File: src/rtl/adder_if_pkg.sv
// rtl/adder_if_pkg.sv - shared width default and operand/sum types for the adder bridge
package adder_if_pkg;

  localparam int WIDTH_DEF = 4;

  typedef struct packed {
    logic [WIDTH_DEF-1:0] a;
    logic [WIDTH_DEF-1:0] b;
  } operands_t;

  typedef logic [WIDTH_DEF:0] sum_t;

endpackage

File: src/rtl/adder_core.sv
// rtl/adder_core.sv - combinational unsigned adder, carry kept in the result MSB
module adder_core
  import adder_if_pkg::*;
#(
  parameter int WIDTH = WIDTH_DEF
) (
  input  logic [WIDTH-1:0] a,
  input  logic [WIDTH-1:0] b,
  output logic [WIDTH:0]   sum
);

  assign sum = {1'b0, a} + {1'b0, b};

endmodule

File: src/rtl/adder_if_bridge.sv
// rtl/adder_if_bridge.sv - one-deep registered valid/ready bridge presenting a+b with echoed operands
module adder_if_bridge
  import adder_if_pkg::*;
#(
  parameter int WIDTH = WIDTH_DEF
) (
  input  logic             clk,
  input  logic             rst_n,
  input  logic             m_valid,
  output logic             m_ready,
  input  logic [WIDTH-1:0] m_a,
  input  logic [WIDTH-1:0] m_b,
  output logic             s_valid,
  input  logic             s_ready,
  output logic [WIDTH-1:0] s_a,
  output logic [WIDTH-1:0] s_b,
  output logic [WIDTH:0]   s_sum,
  output logic             s_carry,
  output logic [15:0]      txn_count
);

  logic [WIDTH:0]   core_sum;
  logic             accept;
  logic             consume;

  logic             s_valid_q, s_valid_d;
  logic [WIDTH-1:0] s_a_q, s_a_d;
  logic [WIDTH-1:0] s_b_q, s_b_d;
  logic [WIDTH:0]   s_sum_q, s_sum_d;
  logic [15:0]      txn_count_q, txn_count_d;

  adder_core #(.WIDTH(WIDTH)) u_adder_core (
    .a   (m_a),
    .b   (m_b),
    .sum (core_sum)
  );

  assign m_ready = !s_valid_q || s_ready;
  assign accept  = m_valid && m_ready;
  assign consume = s_valid_q && s_ready;

  // Operands are only captured on accept, so idle-bus garbage never reaches the slave port.
  always_comb begin
    s_valid_d   = s_valid_q;
    s_a_d       = s_a_q;
    s_b_d       = s_b_q;
    s_sum_d     = s_sum_q;
    txn_count_d = txn_count_q + {15'd0, consume};
    if (accept) begin
      s_valid_d = 1'b1;
      s_a_d     = m_a;
      s_b_d     = m_b;
      s_sum_d   = core_sum;
    end else if (consume) begin
      s_valid_d = 1'b0;
    end
  end

  always_ff @(posedge clk or negedge rst_n) begin
    if (!rst_n) begin
      s_valid_q   <= 1'b0;
      s_a_q       <= '0;
      s_b_q       <= '0;
      s_sum_q     <= '0;
      txn_count_q <= '0;
    end else begin
      s_valid_q   <= s_valid_d;
      s_a_q       <= s_a_d;
      s_b_q       <= s_b_d;
      s_sum_q     <= s_sum_d;
      txn_count_q <= txn_count_d;
    end
  end

  assign s_valid   = s_valid_q;
  assign s_a       = s_a_q;
  assign s_b       = s_b_q;
  assign s_sum     = s_sum_q;
  assign s_carry   = s_sum_q[WIDTH];
  assign txn_count = txn_count_q;

endmodule

File: config.mk
export PLATFORM = sky130hd
export DESIGN_NAME = adder_if_bridge
export DESIGN_NICKNAME = d
export VERILOG_FILES = /design/src/rtl/adder_if_pkg.sv /design/src/rtl/adder_core.sv /design/src/rtl/adder_if_bridge.sv
export SDC_FILE = /design/constraint.sdc
export NUM_CORES = 1
export LEC_CHECK = 0
export BUFFER_PORTS_ARGS = -buffer_cell sky130_fd_sc_hd__buf_2
export CAP_MARGIN = 25
export CORE_UTILIZATION = 40
export CTS_CLUSTER_DIAMETER = 100
export DETAILED_ROUTE_END_ITERATION = 7
export GPL_TIMING_DRIVEN = 1
export PLACE_DENSITY = 0.76
export SYNTH_ARGS = -nofsm -noshare
export SYNTH_HDL_FRONTEND = slang
export SYNTH_HIERARCHICAL = 1
export SYNTH_SLANG_ARGS = --single-unit
File: constraint.sdc
create_clock -name clk -period 2 [get_ports clk]
set_clock_uncertainty 0.2 [all_clocks]
set_input_delay 0.3 -clock clk [delete_from_list [all_inputs] [get_ports clk]]
set_output_delay 0.3 -clock clk [all_outputs]
set_load 0.005 [all_outputs]
==> flow_summary.ini <==
[outcome]
status = finished, final reports clean

[placement]
hpwl_um = 1898
place_area_um2 = 1642
portBuffers = 43
dp_slack_ns = 0.1288
dp.cells = 195
routabilityCongestion = 0.7906

[logic_synthesis]
synth_ff_type = dfrtp_1
synth_top_area_cell = dfrtp_1
yosysSeqAreaShare_pct = 54.35
synth.area.top_cells = dfrtp_1 54%, mux2_2 11%, ha_1 6.3%, xor2_1 6.3%, xnor2_1 3.8%
ys_types = 22
synth_warnings = 6
syn_avg_cell_area_um2 = 12.56
synth_common_cells = 30 x dfrtp_1, 13 x mux2_2, 10 x xor2_1
syn_inst = 110
synth_nets = 130
yosysTopAreaCellShare_pct = 54.35
netlist_area_um2 = 1381
synth_seq_cells = 30
synth.most_common_cell = dfrtp_1
synth-async-reset-ratio_pct = 100.0
synth-edff-count = 0

[drt]
first_pass_iters = 4
vias = 1013
wl_um = 2559
wl_per_cell_um = 12.48
via_per_inst = 4.941
drtIter0Drc = 27
ant_nets = 0
drc = 0

[sta]
max_freq_ghz = 0.5545
setup_ws_ns = 0.1965
finalHoldViolations = 0
slew_violations = 0
layout_min_cycle_time_ns = 1.804
tightest_slew_ns = 0.6716
rsz0062_at_grt = no
timing.slew.headroom_pct = 55.23
setup_viol = 0
fin_setup_tns_ns = 0
period_share_pct = 90.18

[worst_hold_path]
hp-class = in2reg

[floorplan]
initial_core_util_pct = 43.81
fp.dieW_um = 60.77
die-area_um2 = 3692
ios = 44
dieHeight_um = 60.77
rows = 20
core_region_area_um2 = 3153

[clocking]
clkLatencyLatePin_ns = 0.33
cts_root_buf = clkbuf_4
cts_made_buffers = 5
cts-htree-levels = 2
cts_buffer_depth = 2
postCtsSetupBuffers = 0
clkTransAtPathRegs_ns = 0.09
cts.sinks = 30
cts_tree = yes

[pwr]
pwr-share-clk_pct = 24.6
p_int_uw = 1062
p_leak_uw = 0.0008952
ir_drop_v = 0.0005431
swShare_pct = 29.91
p_per_area_nw_per_um2 = 876.6
p_comb_share_pct = 20.9
switchingPower_uw = 453.0
seqPwrFrac_pct = 54.5

[critical_path]
worst_setup_path_end_kind = flip-flop
critPathBufInv = 0
required_ns = 2.06
path_delay_family = simple AND/OR/NAND/NOR gates
path_class = reg2reg
startpoint_type = flip-flop
crit_path_frequent_cell = ha_1
crit_path_max_incr_delay_ns = 0.36
slowest_stage = dfrtp_1
worstPathMaxFanout = 5
path_cells = and2_1, ha_1, ha_1, nand4_1, nor4_2, xor2_1
arrival_ns = 1.86

[run]
drv_cap = 0

[final_layout]
post-route-util_pct = 54.80
instances_no_fill = 205
drive_above_1_share_pct = 41.61
area.growth.synth_to_final_pct = 25.09
fin_nets = 180
fin_area_um2 = 1728
register_area_um2 = 750.7
multi_input_area_um2 = 596.8
n_fill_cell = 302
diodes = 0

[grt]
grt_pass1_vias = 984
grt_antenna_before_repair = 0
grt_max_degree = 31
grt_pass1_wl_um = 4084
track_usage_pct = 15.73
grt_overflow = 0
[per-layer routing]
layer,global-route usage [%],share of wire [%]
met5,0,0
met4,8.117,1.9
met3,6.183,7.4
met2,27.32,51
met1,16.49,40
[cell families after synthesis]
| group | after synthesis | share of synthesized area, % |
|---|---|---|
| buffers and inverters | 9 | 2.899 |
| AOI/OAI and AO/OA | 3 | 1.540 |
| muxes | 13 | 10.60 |
| DFF | 30 | 54.35 |
| adders and majority gates | 8 | 7.790 |
| and+or+nand+nor | 31 | 12.68 |
| xor gates and xnor gates | 16 | 10.14 |
[flip-flops by register name, summed over array words and instances (netlist names)]
register,cells
s_b,4
txn_count,16
s_a,4
s_sum,5
s_valid,1
[area by class of cell]
class	count	share of cell area, %
inverters	6	1.303
multi-input cells	71	34.54
well taps	44	3.186
repair buffers	46	14.05
flip-flops and latches	30	43.45
clock inverters	1	0.2896
clock buffers	7	3.186
[metrics by stage]
stage	hold slack [ns]	power (µW)
floorplan	-0.1956	997.8
global placement	0.1594	1141
detailed placement	0.1689	1158
CTS	0.008250	1544
global route	0.008639	1602
finish	0.01929	1515
[worst reg2reg max path: cells and delay by family (launching register included)]
kind | cells | cell delay [ns]
fa+ha+maj | 2 | 0.41
flops | 1 | 0.36
xor+xnor | 1 | 0.18
simple gates | 3 | 0.58
[power groups by stage]
| stage | registers, µW | logic (µW) | clock network, µW |
|---|---|---|---|
| floorplan | 823 | 174 | 0 |
| global placement | 830 | 312 | 0 |
| detailed placement | 837 | 321 | 0 |
| CTS | 826 | 325 | 392 |
| global route | 841 | 354 | 407 |
| finish | 825 | 316 | 373 |
[placed cells by master (no fill, tap or decap), drive strengths merged]
master and n:
buf 44, dfrtp 30, mux2 13, xor2 10, ha 7, clkbuf 7
nand3 6, inv 6, xnor2 6, nand2 5, nor2 4, nand4 4
nor4 4, nor3 3, nand2b 3, dlygate4sd3 2, and2 1, clkinv 1
nor2b 1, o21ai 1, a21o 1, a21oi 1, fa 1
[path summary, 6_finish.rpt]
check                                    from  slack (ns)  cells past startpoint            end
worst min register to register  txn_count[15]        0.27                      1  txn_count[15]
worst max register to register        s_valid        0.20                      6  txn_count[14]
worst max-delay path                  s_valid        0.20                      6  txn_count[14]
max in group asynchronous               rst_n        0.82                      2       s_sum[3]
min in group asynchronous               rst_n        0.34                      2  txn_count[10]
worst min-delay path                   m_b[2]        0.02                      2         s_b[2]
[timing repair]
item | in CTS | in global routing
resized for setup | 0 | 1
endpoints found under the setup margin | 0 | 1
hold buffers | 2 | 0
endpoints found under the hold margin | 31 | 0
No activity file was read; power rests on OpenSTA's default activity.
